--- src/rtl/pipeline_pkg.sv ---
// Shared pipeline types for the five-stage core.
// Data fields are sized for the widest supported XLEN.
package pipeline_pkg;

    localparam int XLEN_MAX = 64;

    localparam logic [1:0] RESULT_SRC_MEM = 2'b01;

    localparam logic [2:0] F3_LB  = 3'b000;
    localparam logic [2:0] F3_LH  = 3'b001;
    localparam logic [2:0] F3_LW  = 3'b010;
    localparam logic [2:0] F3_LD  = 3'b011;
    localparam logic [2:0] F3_LBU = 3'b100;
    localparam logic [2:0] F3_LHU = 3'b101;
    localparam logic [2:0] F3_LWU = 3'b110;

    typedef enum logic {
        IDLE,
        WAIT
    } mem_state_t;

    typedef struct packed {
        logic                RegWrite;
        logic [1:0]          ResultSrc;
        logic                MemWrite;
        logic [2:0]          funct3;
        logic [XLEN_MAX-1:0] ALUResult;
        logic [XLEN_MAX-1:0] WriteData;
        logic [XLEN_MAX-1:0] PCPlus4;
        logic [4:0]          Rd;
        logic [XLEN_MAX-1:0] ImmExt;
    } exmem_t;

    typedef struct packed {
        logic                RegWrite;
        logic [1:0]          ResultSrc;
        logic [XLEN_MAX-1:0] ALUResult;
        logic [XLEN_MAX-1:0] ReadData;
        logic [XLEN_MAX-1:0] PCPlus4;
        logic [4:0]          Rd;
        logic [XLEN_MAX-1:0] ImmExt;
    } memwb_t;

endpackage

--- src/rtl/lsu_align.sv ---
// Byte-lane steering for the data port: store shift/strobes,
// load lane select and extension, misalignment detect.
module lsu_align
    import pipeline_pkg::*;
#(
    parameter int XLEN = 32,
    localparam int NB = XLEN / 8,
    localparam int OFFW = $clog2(NB)
) (
    input  logic [2:0]      funct3,
    input  logic [OFFW-1:0] offset,
    input  logic [XLEN-1:0] store_data,
    input  logic [XLEN-1:0] rsp_rdata,
    output logic [XLEN-1:0] wdata,
    output logic [NB-1:0]   wstrb,
    output logic [XLEN-1:0] load_data,
    output logic            misaligned
);

    logic [OFFW-1:0] amask;
    logic [NB-1:0]   bmask;
    logic [XLEN-1:0] lane;
    logic            bad_width;

    always_comb begin
        amask = '0;
        bmask = '0;
        unique case (funct3[1:0])
            2'b00: begin
                amask = OFFW'(0);
                bmask = NB'(1);
            end
            2'b01: begin
                amask = OFFW'(1);
                bmask = NB'(3);
            end
            2'b10: begin
                amask = OFFW'(3);
                bmask = NB'(15);
            end
            default: begin
                amask = OFFW'(7);
                bmask = NB'(255);
            end
        endcase
    end

    // Doubleword accesses only exist on RV64.
    assign bad_width = (funct3[1:0] == 2'b11) && (XLEN == 32);
    assign misaligned = bad_width || (|(offset & amask));

    assign wstrb = bmask << offset;
    assign wdata = store_data << {offset, 3'b000};
    assign lane  = rsp_rdata >> {offset, 3'b000};

    always_comb begin
        load_data = lane;
        unique case (funct3)
            F3_LB:   load_data = XLEN'(signed'(lane[7:0]));
            F3_LH:   load_data = XLEN'(signed'(lane[15:0]));
            F3_LW:   load_data = XLEN'(signed'(lane[31:0]));
            F3_LBU:  load_data = XLEN'(lane[7:0]);
            F3_LHU:  load_data = XLEN'(lane[15:0]);
            F3_LWU:  load_data = XLEN'(lane[31:0]);
            default: load_data = lane;
        endcase
    end

endmodule

--- src/rtl/mem_stage.sv ---
// Memory-access stage: single-outstanding data port, stall and
// fault generation, EX/MEM to MEM/WB payload.
module mem_stage
    import pipeline_pkg::*;
#(
    parameter int XLEN = 32,
    parameter int TIMEOUT = 255,
    localparam int NB = XLEN / 8,
    localparam int OFFW = $clog2(NB),
    localparam int CW = $clog2(TIMEOUT + 1)
) (
    input  logic            clk,
    input  logic            reset,
    input  exmem_t          inputs,
    output memwb_t          outputs,
    output logic            dmem_req_valid,
    input  logic            dmem_req_ready,
    output logic            dmem_we,
    output logic [XLEN-1:0] dmem_addr,
    output logic [XLEN-1:0] dmem_wdata,
    output logic [NB-1:0]   dmem_wstrb,
    input  logic            dmem_rsp_valid,
    input  logic [XLEN-1:0] dmem_rsp_rdata,
    output logic            StallM,
    output logic [4:0]      RdM,
    output logic            RegWriteM,
    output logic [XLEN-1:0] ALUResultM,
    output logic            MemFaultM
);

    mem_state_t      state, next_state;
    logic [CW-1:0]   cnt;
    logic            cnt_clr, cnt_inc, tmo;
    logic            is_load, is_store, mem_op;
    logic            misaligned, rsp_take;
    logic [XLEN-1:0] addr, load_data;
    logic            unused_bits;

    assign addr     = inputs.ALUResult[XLEN-1:0];
    assign is_store = inputs.MemWrite;
    assign is_load  = (inputs.ResultSrc == RESULT_SRC_MEM)
                    && !inputs.MemWrite;
    assign mem_op   = is_load || is_store;
    assign tmo      = (cnt == CW'(TIMEOUT));

    assign unused_bits = ^inputs.WriteData;

    lsu_align #(.XLEN(XLEN)) u_align (
        .funct3     (inputs.funct3),
        .offset     (addr[OFFW-1:0]),
        .store_data (inputs.WriteData[XLEN-1:0]),
        .rsp_rdata  (dmem_rsp_rdata),
        .wdata      (dmem_wdata),
        .wstrb      (dmem_wstrb),
        .load_data  (load_data),
        .misaligned (misaligned)
    );

    always_comb begin
        next_state     = state;
        dmem_req_valid = 1'b0;
        StallM         = 1'b0;
        MemFaultM      = 1'b0;
        rsp_take       = 1'b0;
        cnt_clr        = 1'b0;
        cnt_inc        = 1'b0;
        unique case (state)
            IDLE: begin
                if (mem_op) begin
                    if (misaligned) begin
                        MemFaultM = 1'b1;
                    end else if (tmo) begin
                        MemFaultM = 1'b1;
                        cnt_clr   = 1'b1;
                    end else begin
                        dmem_req_valid = 1'b1;
                        if (dmem_req_ready) begin
                            cnt_clr = 1'b1;
                            if (is_load) begin
                                next_state = WAIT;
                                StallM     = 1'b1;
                            end
                        end else begin
                            StallM  = 1'b1;
                            cnt_inc = 1'b1;
                        end
                    end
                end
            end
            WAIT: begin
                // A response arriving on the deadline still wins.
                if (dmem_rsp_valid) begin
                    rsp_take   = 1'b1;
                    next_state = IDLE;
                end else if (tmo) begin
                    MemFaultM  = 1'b1;
                    next_state = IDLE;
                end else begin
                    StallM  = 1'b1;
                    cnt_inc = 1'b1;
                end
            end
            default: next_state = IDLE;
        endcase
        if (reset) begin
            dmem_req_valid = 1'b0;
            StallM         = 1'b0;
            MemFaultM      = 1'b0;
            rsp_take       = 1'b0;
        end
    end

    always_ff @(posedge clk) begin
        if (reset) begin
            state <= IDLE;
            cnt   <= '0;
        end else begin
            state <= next_state;
            if (cnt_clr || (next_state != state)) begin
                cnt <= '0;
            end else if (cnt_inc) begin
                cnt <= cnt + 1'b1;
            end
        end
    end

    assign dmem_we   = is_store;
    assign dmem_addr = {addr[XLEN-1:OFFW], {OFFW{1'b0}}};

    assign RdM        = inputs.Rd;
    assign RegWriteM  = inputs.RegWrite;
    assign ALUResultM = addr;

    always_comb begin
        outputs           = '0;
        outputs.RegWrite  = inputs.RegWrite && !MemFaultM;
        outputs.ResultSrc = inputs.ResultSrc;
        outputs.ALUResult = inputs.ALUResult;
        outputs.PCPlus4   = inputs.PCPlus4;
        outputs.Rd        = inputs.Rd;
        outputs.ImmExt    = inputs.ImmExt;
        if (rsp_take) begin
            outputs.ReadData = XLEN_MAX'(load_data);
        end
    end

endmodule

--- config.mk ---
export PLATFORM = sky130hd
export DESIGN_NAME = mem_stage
export DESIGN_NICKNAME = d
export VERILOG_FILES = /design/src/rtl/pipeline_pkg.sv /design/src/rtl/lsu_align.sv /design/src/rtl/mem_stage.sv
export SDC_FILE = /design/constraint.sdc
export NUM_CORES = 1
export LEC_CHECK = 0
export CAP_MARGIN = 10
export CORE_AREA = 2 2 265 267
export CTS_BUF_LIST = sky130_fd_sc_hd__clkbuf_8
export DETAILED_ROUTE_END_ITERATION = 16
export DIE_AREA = 0 0 267 269
export PLACE_DENSITY = 0.41
export SYNTH_ARGS = -nofsm -noshare
export SYNTH_HDL_FRONTEND = slang
export SYNTH_SLANG_ARGS = --single-unit
--- constraint.sdc ---
create_clock -name clk -period 2.58 [get_ports clk]
set_input_delay 0.387 -clock clk [delete_from_list [all_inputs] [get_ports clk]]
set_output_delay 0.387 -clock clk [all_outputs]
set_load 0.1 [all_outputs]
==> results of run 1 <==
logic make-up after synthesis:
kind of cell / Yosys count / share of synthesized area, %
compound gates: 86 / 13.5
fa+ha+maj: 1 / 0.303
buf+inv: 328 / 58.1
flops: 9 / 4.37
mux: 36 / 8.79
other cells: 1 / 0.0909
simple gates: 117 / 14.9
stage by stage:
stage	TNS, ns	area (sq um)	utilization (%)
final	0	6170	8.91
after global routing	0	6170	8.91
after CTS	0	6110	8.82
after detailed placement	-0.00627	6060	8.74
after global placement	0	6060	8.74
after floorplan	-6.39	4640	-
cells in the mapped netlist (all sizes together) (3+ instances only):
| master | n | area share, % |
|---|---|---|
| buf | 315 | 57 |
| nand2 | 42 | 3.8 |
| mux2i | 34 | 8.2 |
| o21ai | 30 | 3.7 |
| a21oi | 24 | 3.0 |
| a211oi | 23 | 4.2 |
| nor2b | 18 | 2.7 |
| nor2 | 16 | 1.5 |
| clkbuf | 11 | 1.0 |
| and2 | 10 | 1.5 |
| nor3 | 10 | 1.3 |
| dfxtp | 9 | 4.4 |
| a41oi | 3 | 0.64 |
| nand2b | 3 | 0.64 |
| nor4 | 3 | 0.45 |
| nor4b | 3 | 0.79 |
| or3 | 3 | 0.45 |
final timing paths:
check             cells past startpoint      endpoint
setup / recovery                      6  outputs[155]
hold / removal                        2        cnt[0]
setup reg to reg                      6        cnt[4]
hold reg to reg                       2        cnt[0]
power breakdown:
group / switching (mW) / leakage [nW] / internal, mW
combinational: 0.898 / 2.02 / 0.414
sequential: 0.00263 / 0.0726 / 0.142
clock: 0.0560 / 0.0269 / 0.104
total: 0.956 / 2.12 / 0.659
per-layer routing:
layer  routed length [um]  part of all wire [%]  vias to the layer above  GRT usage, %
li1                     -                     -                     1388             -
met3                 3490                    17                      104          3.78
met2                 8740                    42                      334          8.07
met5                   82                  0.40                        -         0.608
met1                 6960                    34                     1435          5.27
met4                 1300                   6.3                        6          3.34
state kept, by name (all words and copies together), names as in the netlist:
register and flops:
cnt 8, state 1
cell type report:
type | count | share of cell area [%]
flip-flops and latches | 9 | 2.92
well taps | 940 | 19.1
clock inverters | 1 | 0.0608
clock buffers | 3 | 0.669
multi-input cells | 274 | 34.4
inverters | 2 | 0.122
repair buffers | 196 | 42.7
worst register-to-register path: cells and delay by family (launching register included):
family          cells  cell delay (ns)
simple gates        3             0.54
flops               1             0.38
compound gates      1             0.36
fa+ha+maj           1             0.27
buf+inv             1             0.24
what timing repair did:
action / CTS / global route
setup endpoints to repair: 4 / 10
resized for setup: 2 / 13
endpoints found under the hold margin: 0 / 0
pin swaps: 0 / 2
==> impl.org, run 1 <==
** Clocking
- Clock-pin slew was measured on the worst setup and hold paths at 0.04 ns.
- Clock tree synthesis inserted a total of 3 buffers.
- Post-CTS Hold Fix Bufs :: 0
- Counting every sink on the clock net gives 9.
- TritonCTS built the clock tree.
- Clock insertion delay at the later pin of the skew report :: between 0.2 and 0.25 ns
- Clk root buf :: sky130_fd_sc_hd__clkbuf_8
- Number of H-tree levels :: 1
- Buffer depth of the longest clock path :: 2
- Number of buffers inserted by post-CTS setup repair :: 0

** Worst setup path
- Worst-path cell chain :: clkdlybuf4s50_1 -> nand3b_4 -> or3b_2 -> buf_12 -> o21ai_4 -> buf_12
- The worst register-to-register path begins at cnt[0].
- At the worst endpoint, the arrival time is 2.11 ns.
- Register-to-register path setup slack :: 0.67 ns
- Critical Path Most Common Cell :: sky130_fd_sc_hd__buf_12
- The setup path with the least slack is of type in2out.
- For this design, the slowest cell found on the critical path is sky130_fd_sc_hd__clkdlybuf4s50_1.
- Crit path max fanout :: 8
- Gate family responsible for the most delay along the worst path :: buffers and inverters
- Buf+Inv Stages, Crit Path :: 3
- For the worst setup path, the data required time is around 2.2 ns.
- The most critical setup path has its startpoint at dmem_rsp_valid.
- STA classifies the critical path startpoint as an input port.
- Delay contributed by the slowest stage of the critical path :: between 0.5 and 0.6 ns
- STA classifies the critical path endpoint as an output pin.

** Global routing
- Wire length of the first global-routing pass :: 26400 um
- Number of global-route vias before repair :: around 3300
- Maximum number of pins on one net before global-route repair :: 32
- All-layer global routing usage :: 5.34%
- The number of antenna violations at the first check in global routing was 6.
- Remaining Overflow, GRT :: 0

** Floorplan
- CORE AREA :: 69300 sq um
- Height of the die :: 269 um
- The floorplan has just under 100 rows.
- Die W :: approximately 270 um
- In this run the count of I/O pins placed on the die edge is roughly 680.
- Effective utilization at floorplan :: slightly below 6%
- The die covers 71800 sq um.

** Timing
- Across all hold checks on the routed design, the worst slack comes to 0.525 ns.
- Period minus WS final :: about 2.5 ns
- Count of pins over their slew limit :: 0
- For the pin with the worst max-slew slack, the measured transition is 0.747 ns.
- Measured against its own limit, the worst slew margin works out to between 40 and 50%.
- Clock skew on the completed layout was measured at approximately 0.0031 ns.
- Fmax :: between 400 and 500 MHz
- Final hold violation count :: 0
- Setup repair after global routing left no endpoint under its margin.
- Setup violations remaining at the end of the flow were counted as 0.
- Share of the clock period used by the worst path after layout :: 96.8%
- After layout, the worst setup slack is 0.0832 ns.

** Finish
- From synthesis to final layout, the design area changed by 49.6%.
- In the layout the commonest cells are 77 x sky130_fd_sc_hd__buf_12, 70 x sky130_fd_sc_hd__clkdlybuf4s50_1, 43 x sky130_fd_sc_hd__buf_4, 42 x sky130_fd_sc_hd__nand2_1, 34 x sky130_fd_sc_hd__conb_1.
- In the final layout, the multi-input gates occupy between 2000 and 2500 sq um.
- Share of cells above drive strength 1 :: between 40 and 50%
- Sequential cell area :: ~180 sq um
- Fill cell total of the finished layout :: around 8000
- The final layout contains about 790 nets.
- The repair_antennas step left the layout with diodes totalling 0.
- The library cell used most frequently in the layout, excluding fill and tap cells, is sky130_fd_sc_hd__buf_12.
- For this run, the number of standard cells in the final layout without fillers is approximately 1400.

** Yosys
- A synthesized cell averages between 7 and 8 sq um.
- Total number of yosys warnings :: 0
- Synthesis produced 578 cells.
- Count of cell types in the netlist :: 43
- Flops & latches, synth :: 9
- Proportion of synthesized chip area in sequential cells :: 4.37%
- Most used DFF post-synth :: sky130_fd_sc_hd__dfxtp_1
- For this run, asynchronously set or reset flops after synthesis account for 0%.
- Number of enable flip-flop cells after synthesis :: 0
- Combined area of all synthesized cells :: between 4000 and 5000 sq um

** Routing
- Total wirelength of the detailed-routed design :: between 20000 and 25000 um
- Summing over every cut layer, the via total after detailed routing is 3267.
- Post-detailed-route DRC marker count :: 0
- Number of vias per cell :: 2.29
- In this run the remaining antenna-violating nets after routing total 0.
- Wire per inst :: about 14 um
- The first TritonRoute pass finished after 4 iterations.
- The detailed router finished its first iteration with 129 violations.

** Placement
- Final GP Congestion :: 0.659
- Pre-CTS setup slack :: -0.00593 ns
- The count of buffers added on input and output ports is 156.
- Placed wire-length estimate after detailed placement :: between 15000 and 20000 um
- Total instance count after detailed placement :: 1421

** Worst hold path
- The min-delay analysis places its worst path in the category reg2reg.
- Start point of the worst min-delay path :: cnt[0]

** Pwr
- Peak VDD IR :: roughly 0.00013 V
- Cell Pwr Density :: roughly 260 nW/um^2
- PnR Total Power :: about 1.6 mW
- Lkg Pwr :: 2.12 nW

** Job
- Number of maximum-capacitance violations :: 0

** Outcome
- Run status :: completed
Power figures use the tool's default switching activity.
==> inputs of run 2 (changes only) <==
--- a/config.mk
+++ b/config.mk
@@ -11,6 +11,7 @@
 export DETAILED_ROUTE_END_ITERATION = 16
 export DIE_AREA = 0 0 267 269
 export PLACE_DENSITY = 0.41
+export SKIP_LAST_GASP = 1
 export SYNTH_ARGS = -nofsm -noshare
 export SYNTH_HDL_FRONTEND = slang
 export SYNTH_SLANG_ARGS = --single-unit
==> run 2 against run 1 <==
Effect of this change: power is 0.11% lower; clock power about the same; maximum frequency shrank 0.11%; hold slack did not move; clock-buffer cell count is the same; core utilization about the same; sequential power barely moved; sequential share of layout area about the same; routed wire length fell by 0.17%; critical path type unchanged; sequential cell count unchanged; cell count unchanged; combinational power barely moved; highest routed layer unchanged; largest power group unchanged.
==> impl.org, run 2 (same netlist as run 1, synthesis figures left out) <==
** Finish
- Diode insertion count for antenna repair :: 0 (unchanged)
- Area used by multi-input combinational logic :: 2130 sq um (unchanged)
- Commonest non-fill, non-tap cell in the layout :: sky130_fd_sc_hd__buf_12
- The final layout net count came to 791 (unchanged).
- The synthesis-to-finish area growth is 49.5% (about the same).
- Register bank with the most flops :: cnt
- Share of cells above drive strength 1 :: 40.6% (unchanged)
- Number of flip-flops in the largest register :: 8 (unchanged)
- Sequential cell area :: 180 sq um (unchanged)
- Biggest regs :: cnt: 8 flops, state: 1 flops
- Fill cell total of the finished layout :: 8007 (-0.012%)
- In the layout the commonest cells are 77 x sky130_fd_sc_hd__buf_12, 70 x sky130_fd_sc_hd__clkdlybuf4s50_1, 44 x sky130_fd_sc_hd__buf_4, 42 x sky130_fd_sc_hd__nand2_1, 34 x sky130_fd_sc_hd__conb_1.

** Timing
- The relative slew slack was 47.5% (-1.3 points).
- Period minus WS final :: 2.50 ns (+0.00269 ns)
- Worst path setup slack after routing :: 0.0805 ns (-0.00269 ns)
- The clock skew after layout is 0.00311 ns (unchanged).
- The worst-margin pin slew was 0.766 ns (+0.0193 ns).
- Fmax :: 400 MHz (-0.11%)
- The ratio of final minimum period to clock period is 96.9% (+0.10 points).
- The final count of negative-setup-slack endpoints is 0 (unchanged).
- The final hold violation count was 0 (unchanged).
- Setup repair after global routing could not meet its margin everywhere.
- Count of pins over their slew limit :: 0 (unchanged)

** Pwr
- The maximum ir drop on the vdd rail is 0.000129 V (unchanged).
- Lkg Pwr :: 2.12 nW (about the same)
- The power per standard cell area was 262 nW/um^2 (about the same).
- PnR Total Power :: 1.61 mW (-0.11%)

** Clocking
- Number of H-tree levels :: 1 (unchanged)
- The worst-skew pair later-pin latency is 0.24 ns (about the same).
- CTS tree :: built
- The total clock buffers created by CTS is 3 (unchanged).
- The number of buffers inserted to repair setup after CTS is 0 (unchanged).
- Clock sink total :: 9 (unchanged)
- Buffer depth of the longest clock path :: 2 (unchanged)
- CTS placed an instance of sky130_fd_sc_hd__clkbuf_8 at the clock tree root.
- The register clock-pin slew on the reported worst setup and hold paths came to 0.04 ns (about the same).
- Post-CTS Hold Fix Bufs :: 0 (unchanged)

** Routing
- Number of vias per cell :: 2.30 (+0.18%)
- The starting DRC count in detailed routing came to 135 (+4.7%).
- The total via count after detailed routing came to 3273 (+0.18%).
- The post-detailed-route DRC marker count came to 0 (unchanged).
- Number of iterations in the first detailed-routing pass :: 4 (unchanged)
- Wire per inst :: 14.4 um (-0.17%)
- Total wirelength of the detailed-routed design :: 20500 um (-0.17%)
- The number of nets with antenna violations after detailed routing is 0 (unchanged).

** Floorplan
- Count of standard-cell rows :: 97 (unchanged)
- CORE AREA :: 69300 sq um (unchanged)
- Area of the die :: 71800 sq um (unchanged)
- The vertical die dimension came to 269 um (unchanged).
- The I/O pin count came to 678 (unchanged).
- The starting density of the core came to 5.95% (unchanged).
- The width of the chip is 267 um (unchanged).

** Outcome
- The flow ran to the end, and the final reports show no timing, DRC or antenna violations.

** Worst hold path
- Min-Delay Path Class :: reg2reg
- The count of cells along the worst hold path came to 2 (unchanged).

** Worst setup path
- The worst setup slack for register-to-register paths came to 0.67 ns (about the same).
- The worst register-to-register path ends at cnt[4].
- Critical path required time :: 2.19 ns (about the same)
- Crit path arrival time :: 2.11 ns (about the same)
- STA classifies the critical path endpoint as an output pin.
- Startpoint class of the critical path :: input port
- Launch point of the worst reg-to-reg path :: cnt[0]
- The maximum fanout encountered on the critical timing path was 8 (unchanged).
- Startpoint-to-endpoint class of the critical path :: in2out
- The most critical setup path has its startpoint at inputs[262].
- The number of cell instances on the worst register-to-register path is 6 (unchanged).
- Crit path capture :: outputs[155]

** Placement
- The last weighted congestion value of the routability-driven placer was 0.659 (unchanged).
- Number of input and output port buffers inserted :: 156 (unchanged)
- Placed wire-length estimate after detailed placement :: 18100 um (unchanged)
- The setup slack after placement is -0.00593 ns (unchanged).

** Global routing
- The wire length of the first global-routing pass came to 26400 um (unchanged).
- All-layer global routing usage :: 5.34% (unchanged)
- The total grt overflow came to 0 (unchanged).
- The number of global-route vias before repair was 3332 (unchanged).
- Antenna violations before repair :: 6 (unchanged)
- Maximum number of pins on one net before global-route repair :: 32 (unchanged)

** Job
- Number of maximum-capacitance violations :: 0 (unchanged)
==> run 2: cell counts in the layout (fill, tap and decap cells not counted) <==
No cell type changed its count.
==> run 2: critical path, cell delays in order <==
cell and delay (ns):
sky130_fd_sc_hd__clkdlybuf4s50_1 0.49, sky130_fd_sc_hd__buf_4 0.18, sky130_fd_sc_hd__or3b_2 0.49, sky130_fd_sc_hd__buf_12 0.19, sky130_fd_sc_hd__o21ai_4 0.18, sky130_fd_sc_hd__buf_12 0.19
==> run 2: power breakdown <==
group	total, mW	switching [mW]	internal, mW
logic	1.31	0.896	0.413
clock network	0.160	0.0560	0.104
registers	0.144	0.00263	0.142
==> run 2: layout make-up <==
cell class / instances / area share [%]
clock inverter: 1 / 0.0609
clock buffer: 3 / 0.669
inverter: 2 / 0.122
timing repair buffer: 196 / 42.7
multi-input combinational: 274 / 34.5
sequential: 9 / 2.92
tap: 940 / 19.1
==> run 2: how the worst min path moves through the flow <==
stage | from | to | slack, ns
3_3_place_gp | cnt[3] | cnt[3] | 0.51
3_5_place_dp | cnt[3] | cnt[3] | 0.51
5_1_grt | cnt[0] | cnt[0] | 0.55
2_1_floorplan | reset | state | 0.47
4_1_cts | cnt[1] | cnt[1] | 0.52
6_report | cnt[0] | cnt[0] | 0.53
==> run 2: repair_timing <==
action	CTS	global route
endpoints found under the setup margin	4	10
pin swaps	0	2
resized for setup	2	12
==> run 2: through the flow <==
stage | TNS (ns) | hold WS (ns) | cell area (sq um) | instances | utilization [%]
after floorplan | -6.39 | 0.466 | 4640 | 611 | -
after global placement | 0 | 0.506 | 6060 | 1421 | 8.74
after detailed placement | -0.00627 | 0.513 | 6060 | 1421 | 8.74
after CTS | 0 | 0.523 | 6110 | 1425 | 8.82
after global routing | -0.000146 | 0.549 | 6170 | 1425 | 8.90
final | 0 | 0.525 | 6170 | 1425 | 8.90
==> run 2: routing by layer <==
layer  global-route usage (%)  routed length [um]
met1                     5.27                6850
met4                     3.34                1280
met3                     3.78                3600
met2                     8.07                8720
met5                    0.608                  82
==> inputs of run 3 (changes only) <==
--- a/config.mk
+++ b/config.mk
@@ -10,7 +10,7 @@
 export CTS_BUF_LIST = sky130_fd_sc_hd__clkbuf_8
 export DETAILED_ROUTE_END_ITERATION = 16
 export DIE_AREA = 0 0 267 269
-export PLACE_DENSITY = 0.41
+export PLACE_DENSITY = 0.35
 export SKIP_LAST_GASP = 1
 export SYNTH_ARGS = -nofsm -noshare
 export SYNTH_HDL_FRONTEND = slang
==> run 3 against run 2 <==
Effect of this change: clock skew grew 0.00095 ns; sequential share of layout area is essentially flat; combinational power is essentially flat; maximum frequency grew 0.42%; non-clock buffer count is the same; cell count grew 0.21%; sequential power is essentially flat; sequential cell count is the same; die area is the same; critical path depth is the same; critical endpoint is now outputs[149]; largest cell class unchanged.
==> impl.org, run 3 (same netlist as run 1, synthesis figures left out) <==
** Worst hold path
- The worst hold path belongs to the class reg2reg.

** Clocking
- The maximum clock insertion buffer count is 2 (unchanged).
- CTS tree :: built
- The total clock buffers created by CTS is 3 (unchanged).
- The worst-skew pair later-pin latency was 0.23 ns (about the same).
- Clk root buf :: sky130_fd_sc_hd__clkbuf_8
- The register clock-pin slew on the reported worst setup and hold paths is 0.04 ns (about the same).
- Number of H-tree levels :: 1 (unchanged)
- Clock sink total :: 9 (unchanged)

** Worst setup path
- Critical Path Most Common Cell :: sky130_fd_sc_hd__buf_12
- The slowest stage of the critical path is the sky130_fd_sc_hd__or3b_2 cell.
- The maximum fanout encountered on the critical timing path was 6 (-2).
- The number of cell instances on the worst register-to-register path came to 6 (unchanged).
- Crit path from :: reset
- The worst register-to-register path ends at cnt[7].
- The worst setup path is captured at an output pin.
- Crit path arrival time :: 2.10 ns (about the same)
- Register-to-register path setup slack :: 0.64 ns (-0.03 ns)
- The delay of the slowest critical-path stage is 0.53 ns (+0.04 ns).
- The worst setup path is of the in2out kind.
- Worst-path cell chain :: clkdlybuf4s50_1 -> nand3b_4 -> or3b_2 -> buf_12 -> o21ai_4 -> buf_12
- The worst setup path is launched from an input port.
- The worst register-to-register path begins at cnt[0].
- The most critical setup path has its endpoint at outputs[149].
- Critical path required time :: 2.19 ns (about the same)

** Pwr
- Peak VDD IR :: 0.0000906 V (-30%)
- Share of power burned in combinational logic :: 81.3% (about the same)
- Clock power frac :: 9.7% (-0.2 points)
- Internal portion of total power :: 659 uW (+0.14%)
- The power per standard cell area is 259 nW/um^2 (-0.88%).
- The leakage power total was 2.12 nW (-0.16%).
- Net Sw Frac :: 59.0% (-0.14 points)
- Switching power total :: 951 uW (-0.44%)
- The sequential share of power was 9.0% (about the same).

** Finish
- Layout Area Growth over Synthesis :: 50.5%
- The fraction of layout cells with a size suffix above 1 was 41.2% (+0.62 points).
- Final-stage net count :: 791 (unchanged)
- The number of fill cells in the layout came to 8044 (+0.46%).
- The largest registers in the layout are cnt: 8 flops, state: 1 flops.
- Sequential cell area :: 180 sq um (unchanged)
- More flip-flops sit in one register than any other, and that register is cnt.
- The combined area of the multi-input logic cells is 2130 sq um (about the same).
- The library cells used most frequently in the layout, excluding fill and tap cells, are 80 x sky130_fd_sc_hd__buf_12, 70 x sky130_fd_sc_hd__clkdlybuf4s50_1, 41 x sky130_fd_sc_hd__buf_4, 40 x sky130_fd_sc_hd__nand2_1, 34 x sky130_fd_sc_hd__conb_1.
- The flip-flop count of the largest register, all copies and words added was 8 (unchanged).
- Commonest non-fill, non-tap cell in the layout :: sky130_fd_sc_hd__buf_12

** Timing
- Period minus WS final :: 2.49 ns (-0.0105 ns)
- Final hold violation count :: 0 (unchanged)
- Share of the clock period used by the worst path after layout :: 96.5% (-0.41 points)
- Relative slew slack :: 39.8% (-7.7 points)
- The clock skew after layout is 0.00406 ns (+0.000946 ns).
- Fmax :: 402 MHz (+0.42%)
- The final count of negative-setup-slack endpoints is 0 (unchanged).
- The worst path setup slack after routing was 0.0910 ns (+0.0105 ns).
- Worst slack on hold paths :: 0.521 ns (-0.00417 ns)
- Unrepaired setup endpoints after global routing :: no
- The worst-margin pin slew is 0.903 ns (+0.137 ns).
- The number of max-slew violations in the final report is 0 (unchanged).

** Floorplan
- The I/O pin count was 678 (unchanged).
- The number of rows created at floorplan is 97 (unchanged).
- The area of the core came to 69300 sq um (unchanged).
- The die area is 71800 sq um (unchanged).
- The width of the chip is 267 um (unchanged).
- The vertical die dimension is 269 um (unchanged).
- Effective utilization at floorplan :: 5.95% (unchanged)

** Placement
- Placed wire-length estimate after detailed placement :: 16800 um (-7.5%)
- The number of buffers added on ports is 156 (unchanged).
- Final GP Congestion :: 0.612 (-7.1%)
- The setup slack after placement is -0.0598 ns (-0.0539 ns).

** Global routing
- Global route hottest layer :: met2
- The maximum number of pins on one net before global-route repair came to 45 (+41%).
- Met3 Use GR :: 2.63% (-1.2 points)
- Global-route track usage on met1 :: 5.59% (+0.32 points)
- Remaining Overflow, GRT :: 0 (unchanged)
- Antenna violations before repair :: 2 (-4)
- The total routing usage reported by global routing was 5.00% (-0.34 points).
- Number of global-route vias before repair :: 3254 (-2.3%)
- Wire length of the first global-routing pass :: 25000 um (-5.4%)
- Met2 Resource Use GR :: 7.48% (-0.58 points)

** Job
- The number of max-cap violations came to 0 (unchanged).

** Routing
- The total detailed-routing wirelength is 19600 um (-4.5%).
- Wire per inst :: 13.7 um (-4.7%)
- The starting DRC count in detailed routing came to 56 (-59%).
- The first-pass iteration count of the detailed router is 4 (unchanged).
- The average via count per standard cell was 2.25 (-2.1%).
- Post-route ant nets :: 0 (unchanged)
- Post-detailed-route DRC marker count :: 0 (unchanged)
- The total via count after detailed routing is 3212 (-1.9%).

** Outcome
- Run status :: completed
==> run 3: what timing repair did <==
action | in CTS | in global routing
endpoints found under the setup margin | 15 | 23
setup buffers | 0 | 2
pin swaps | 0 | 4
cloned | 0 | 0
resized for setup | 2 | 14
hold buffers | 0 | 0
==> run 3: power groups by stage <==
stage,Combinational (mW),Clock [mW],Sequential (mW)
floorplan,2.77,0,0.146
global placement,1.32,0,0.147
detailed placement,1.32,0,0.147
CTS,1.32,0.162,0.144
global route,1.37,0.167,0.145
finish,1.31,0.156,0.144
==> run 3: worst max-delay path, delay by kind of cell <==
family | cells | cell delay [ns]
compound gates | 1 | 0.17
simple gates | 2 | 0.72
buf+inv | 3 | 0.80
==> run 3: stage by stage <==
step | TNS, ns | power [mW] | std cells | util [%] | cell area, sq um
after floorplan | -6.39 | 2.92 | 611 | - | 4640
after global placement | -0.303 | 1.47 | 1419 | 8.77 | 6080
after detailed placement | -0.397 | 1.47 | 1419 | 8.77 | 6080
after CTS | 0 | 1.63 | 1423 | 8.85 | 6130
after global routing | 0 | 1.68 | 1425 | 8.95 | 6200
final | 0 | 1.61 | 1428 | 8.96 | 6210
==> run 3: area by class of cell <==
class / count / area share [%]
timing repair buffer: 196 / 42.9
multi-input combinational: 274 / 34.2
tap: 940 / 18.9
sequential: 9 / 2.90
clock buffer: 3 / 0.665
inverter: 2 / 0.121
antenna: 3 / 0.121
clock inverter: 1 / 0.0604
==> run 3: how the worst min path moves through the flow <==
stage | start | to | slack, ns | depth (start not counted)
after floorplan | reset | state | 0.47 | 1
after global placement | cnt[3] | cnt[3] | 0.50 | 2
after detailed placement | cnt[1] | cnt[1] | 0.51 | 2
after CTS | cnt[1] | cnt[1] | 0.52 | 2
after global routing | cnt[3] | cnt[3] | 0.55 | 2
final | cnt[1] | cnt[1] | 0.52 | 2
==> run 3: per-layer routing <==
layer  vias up  wire [um]
li1       1385          -
met1      1416       7530
met2       310       8440
met3        97       2540
met4         4       1080
met5         -         26
